$ cat config.mk
export PLATFORM = sky130hd
export DESIGN_NAME = adc_sample_avg
export DESIGN_NICKNAME = d
export VERILOG_FILES = /design/src/rtl/voltmeter_pkg.sv /design/src/rtl/bin2bcd_seq.sv /design/src/rtl/adc_sample_avg.sv
export SDC_FILE = /design/constraint.sdc
export NUM_CORES = 1
export LEC_CHECK = 0
export BUFFER_PORTS_ARGS = -buffer_cell sky130_fd_sc_hd__buf_4
export CORE_ASPECT_RATIO = 0.75
export CORE_MARGIN = 5
export CORE_UTILIZATION = 65
export DETAILED_ROUTE_END_ITERATION = 16
export PLACE_DENSITY = 0.86
export REMOVE_ABC_BUFFERS = 1
export SKIP_CTS_REPAIR_TIMING = 1
export SYNTH_ARGS = -nofsm -noshare
export SYNTH_HDL_FRONTEND = slang
export SYNTH_HIERARCHICAL = 1
export SYNTH_SLANG_ARGS = --single-unit
$ cat constraint.sdc
create_clock -name clk -period 6.6 [get_ports clk]
set_input_delay 0.33 -clock clk [delete_from_list [all_inputs] [get_ports clk]]
set_output_delay 0.33 -clock clk [all_outputs]
set_load 0.1 [all_outputs]
$ cat src/rtl/voltmeter_pkg.sv
// Shared voltmeter definitions: widths, BCD converter state encoding,
// and the double-dabble digit adjust helper.
package voltmeter_pkg;
  localparam int ADC_CODE_W = 12;
  localparam int MV_W       = 14;
  localparam int BCD_DIGITS = 4;
  localparam int BCD_W      = 4 * BCD_DIGITS;

  typedef enum logic [1:0] {
    BCD_IDLE,
    BCD_SHIFT,
    BCD_DONE
  } bcd_state_e;

  // Add 3 to every BCD digit that is 5 or more, ahead of the next shift.
  function automatic logic [BCD_W-1:0] bcd_add3(input logic [BCD_W-1:0] d);
    logic [BCD_W-1:0] r;
    r = d;
    for (int i = 0; i < BCD_DIGITS; i++)
      if (d[4*i +: 4] >= 4'd5) r[4*i +: 4] = d[4*i +: 4] + 4'd3;
    return r;
  endfunction
endpackage

$ cat src/rtl/bin2bcd_seq.sv
// Sequential double-dabble converter: one add-3/shift iteration per cycle.
// A start pulse is only honoured in IDLE; starts while busy are dropped.
module bin2bcd_seq
  import voltmeter_pkg::*;
(
  input  logic             clk,
  input  logic             rst_n,
  input  logic             start,
  input  logic [MV_W-1:0]  mv,
  output logic             busy,
  output logic             valid,
  output logic [BCD_W-1:0] bcd
);
  bcd_state_e       state;
  logic [MV_W-1:0]  bin_q;
  logic [BCD_W-1:0] dig_q;
  logic [BCD_W-1:0] adj;
  logic [3:0]       iter;

  assign adj = bcd_add3(dig_q);

  // Converter FSM with registered busy/valid/bcd outputs.
  always_ff @(posedge clk or negedge rst_n) begin
    if (!rst_n) begin
      state <= BCD_IDLE;
      bin_q <= '0;
      dig_q <= '0;
      iter  <= '0;
      busy  <= 1'b0;
      valid <= 1'b0;
      bcd   <= '0;
    end else begin
      valid <= 1'b0;
      case (state)
        BCD_IDLE: if (start) begin
          bin_q <= mv;
          dig_q <= '0;
          iter  <= '0;
          busy  <= 1'b1;
          state <= BCD_SHIFT;
        end
        BCD_SHIFT: begin
          dig_q <= {adj[BCD_W-2:0], bin_q[MV_W-1]};
          bin_q <= {bin_q[MV_W-2:0], 1'b0};
          iter  <= iter + 4'd1;
          if (iter == 4'(MV_W - 1)) state <= BCD_DONE;
        end
        BCD_DONE: begin
          bcd   <= dig_q;
          valid <= 1'b1;
          busy  <= 1'b0;
          state <= BCD_IDLE;
        end
        default: state <= BCD_IDLE;
      endcase
    end
  end
endmodule

$ cat src/rtl/adc_sample_avg.sv
// XADC sample averager: sums 2^AVG_LOG2 codes, scales the mean to millivolts
// in a two-stage pipeline, optionally converts the result to BCD.
// Optional BCD path: define ADC_SAMPLE_AVG_BCD_EN.
module adc_sample_avg
  import voltmeter_pkg::*;
#(
  parameter int AVG_LOG2      = 4,
  parameter int FULL_SCALE_MV = 1000
) (
  input  logic        clk,
  input  logic        rst_n,
  input  logic        sample_valid,
  input  logic [15:0] sample_data,
  output logic        mv_valid,
  output logic [13:0] mv,
  output logic        bcd_valid,
  output logic [15:0] bcd,
  output logic        bcd_busy
);
  localparam int ACC_W  = ADC_CODE_W + AVG_LOG2;
  localparam int CNT_W  = (AVG_LOG2 > 0) ? AVG_LOG2 : 1;
  localparam int PROD_W = ADC_CODE_W + MV_W;
  localparam int STAGES = 2;
  localparam logic [CNT_W-1:0] CNT_LAST = CNT_W'((1 << AVG_LOG2) - 1);

  logic [ADC_CODE_W-1:0] code;
  logic [ACC_W-1:0]      acc, sum;
  logic [CNT_W-1:0]      cnt;
  logic                  win_done;
  logic [ADC_CODE_W-1:0] avg_q;
  logic [STAGES:1]       vld_pipe;
  logic [PROD_W-1:0]     prod;
  logic                  unused_bits;

  assign code     = sample_data[15:4];
  assign sum      = acc + ACC_W'(code);
  assign win_done = sample_valid && (cnt == CNT_LAST);
  assign prod     = PROD_W'(avg_q) * PROD_W'(FULL_SCALE_MV);
  assign mv_valid = vld_pipe[STAGES];
  // DRP status nibble and the truncated fraction are intentionally dropped.
  assign unused_bits = ^{sample_data[3:0], prod[ADC_CODE_W-1:0]};

  // Window accumulator; the completing sample restarts the window in place.
  always_ff @(posedge clk or negedge rst_n) begin
    if (!rst_n) begin
      acc <= '0;
      cnt <= '0;
    end else if (sample_valid) begin
      if (win_done) begin
        acc <= '0;
        cnt <= '0;
      end else begin
        acc <= sum;
        cnt <= cnt + CNT_W'(1);
      end
    end
  end

  // Stage 1 latches the mean, stage 2 latches the scaled millivolt value.
  always_ff @(posedge clk or negedge rst_n) begin
    if (!rst_n) begin
      vld_pipe <= '0;
      avg_q    <= '0;
      mv       <= '0;
    end else begin
      vld_pipe <= {vld_pipe[STAGES-1:1], win_done};
      if (win_done)    avg_q <= sum[ACC_W-1:AVG_LOG2];
      if (vld_pipe[1]) mv    <= prod[PROD_W-1:ADC_CODE_W];
    end
  end

`ifdef ADC_SAMPLE_AVG_BCD_EN
  bin2bcd_seq u_bcd (
    .clk   (clk),
    .rst_n (rst_n),
    .start (mv_valid),
    .mv    (mv),
    .busy  (bcd_busy),
    .valid (bcd_valid),
    .bcd   (bcd)
  );
`else
  assign bcd       = '0;
  assign bcd_valid = 1'b0;
  assign bcd_busy  = 1'b0;
`endif
endmodule
==> results.sh <==
export IMPL_outcome="finished clean"
export IMPL_layout_drive_gt1_share=0.109
export IMPL_synthesis_instances=444
export IMPL_core_mm2=0.00670
export IMPL_nets=581
export IMPL_grtUsageTotal=0.217
export IMPL_cts_max_level=2
export IMPL_grt_max_degree=45
export IMPL_fillers=506
export IMPL_busiest_layer="met2"
export IMPL_cts_root_buf="clkbuf_8"
export IMPL_syn_avg_cell_area_um2=9.89
export IMPL_gr_usage_met3=0.0421
export IMPL_path_class="register to register"
export IMPL_whs_ns=0.0217
export IMPL_num_vias=3222
export IMPL_ys_flop_type="dfrtp_1"
export IMPL_grt_use_met2=0.361
export IMPL_synth_area_leaders="dfrtp_1 25%, fa_1 17%, ha_1 16%"
export IMPL_ios=52
export IMPL_port_buffers=25
export IMPL_end_kind="register"
export IMPL_dieArea_mm2=0.00852
export IMPL_finalSetupViolations=0
export IMPL_start_util=0.656
export IMPL_row_count=26
export IMPL_synth_seq_area_share=0.251
export IMPL_firstDrtPassIters=4
export IMPL_clk_pin_slew_ns=0.09
export IMPL_postRouteAntennaNets=0
export IMPL_tightest_slew_ns=0.572
export IMPL_synth_largest_area_cell="dfrtp_1"
export IMPL_wirelength_um=8520
export IMPL_place_hpwl_um=6880
export IMPL_rsz0062_at_grt="no"
export IMPL_fmax_mhz=219
export IMPL_required_ns=6.79
export IMPL_grt_use_met1=0.299
export IMPL_grt_pass1_wl_um=15000
export IMPL_cts_buffers=5
export IMPL_synth_edf_count=0
export IMPL_drtIter0Drc=141
export IMPL_synth_cell_types=54
export IMPL_drc=0
export IMPL_overflow=0
export IMPL_cap_violations=0
export IMPL_grt_pass1_vias=3207
export IMPL_fin_crit_sh=0.693
export IMPL_netlist_area_mm2=0.00439
export IMPL_area_growth_synth_to_final_pct=6.61
export IMPL_synth_top_area_frac=0.251
export IMPL_yosysMostFrequentCell="inv_1"
export IMPL_cp_start_kind="register"
export IMPL_slew_headroom=0.618
export IMPL_fin_crit_ns=4.57
export IMPL_place_congestion=0.878
export IMPL_setup_tns_ns=0
export IMPL_arrival_ns=4.76
export IMPL_synthTopCellsByCount="67 x inv_1, 56 x ha_1, 44 x dfrtp_1, 38 x fa_1, 31 x nand2_1"
export IMPL_cts_path_max_buffers=2
export IMPL_clock_sink_count=44
export IMPL_via_per_inst=5.83
export IMPL_die_x_um=105
export IMPL_ys_ff_latch=44
export IMPL_synth_async_reset_ratio=1.00
export IMPL_routedWlPerCell_um=15.4
export IMPL_hold_class="input port to asynchronous set/reset pin"
export IMPL_diodes=0
export IMPL_antenna_found_initial=0
export IMPL_slew_viol_final=0
export IMPL_cts_tree="done"
export IMPL_hold_viol_final=0
export IMPL_finalClockSkew_ns=0.00631
export IMPL_crit_fanout=8
export IMPL_yosys_warnings=6
export IMPL_die_h_um=81.2
export IMPL_clk_latency_ns=0.30
## cells in the final DEF (no fill, tap or decap), types with 7 or more instances in the layout
master / n
inv_1: 67
ha_1: 56
dfrtp_1: 44
fa_1: 38
nand2_1: 31
buf_4: 26
conb_1: 22
nor2_1: 17
a21oi_1: 14
o21ai_0: 12
a21o_1: 10
o2bb2ai_1: 10
xnor2_1: 9
nand4_1: 8
xor2_1: 7
a31oi_1: 7
## cell families after synthesis
kind of cell,after synthesis,share of synthesized area
AO/OA/AOI/OAI,97,0.167
XOR/XNOR,16,0.0319
adder cells (fa/ha/maj),94,0.333
buffers and inverters,98,0.103
flip-flops,44,0.251
multiplexers,7,0.0177
other,1,0.000854
AND/OR/NAND/NOR,87,0.0960
## flip-flops by register name, summed over array words and instances, names as in the netlist
signal    count
avg_q        12
cnt           4
acc          16
vld_pipe      2
mv           10
## worst paths after layout
path	from	end	slack (ns)	depth (start not counted)
max in group asynchronous	rst_n	acc[15]	6.19	1
min in group clk	sample_valid	acc[0]	0.37	3
max reg2reg	avg_q[6]	mv[5]	2.03	15
min reg2reg	mv[6]	mv[6]	0.50	2
max	avg_q[6]	mv[5]	2.03	15
min	rst_n	mv[6]	0.02	1
## cell type report
cell class | count | area (um2) | area share
Clock buffer | 6 | 72.6 | 0.0155
Clock inverter | 2 | 35.0 | 0.00748
Inverter | 68 | 255 | 0.0545
Multi-Input combinational cell | 323 | 2920 | 0.623
Sequential cell | 44 | 1100 | 0.235
Tap cell | 84 | 105 | 0.0224
Timing Repair Buffer | 26 | 195 | 0.0417
## per-stage QoR
| stage | std cells | utilization | setup WS (ns) | cell area, um2 |
|---|---|---|---|---|
| after detailed placement | 545 | 0.683 | 2.04 | 4580 |
| after global placement | 545 | 0.683 | 2.17 | 4580 |
| final | 553 | 0.699 | 2.03 | 4680 |
| after global routing | 553 | 0.699 | 1.75 | 4680 |
| after CTS | 553 | 0.699 | 2.00 | 4680 |
| after floorplan | 435 | - | 2.39 | 4280 |
## per-layer routing
layer  vias to the layer above  share of wire  routed length [um]
li1                       1538              -                   -
met1                      1625           0.45                3850
met2                        53           0.50                4290
met3                         6          0.036                 307
met4                         0         0.0080                  68
met5                         -              0                   0
## critical path: stages (launching register included)
cell	delay, ns
dfrtp_1	0.49
inv_1	0.17
fa_1	0.51
fa_1	0.52
inv_1	0.06
fa_1	0.50
inv_1	0.05
fa_1	0.51
inv_1	0.05
ha_1	0.39
a21oi_1	0.18
o21bai_1	0.09
a221oi_2	0.39
nand2_1	0.14
xor2_1	0.16
mux2_2	0.26
Power is left out: the tool's default activity adds up to more than one toggle a clock period on the data nets, which glitch-free logic cannot reach.
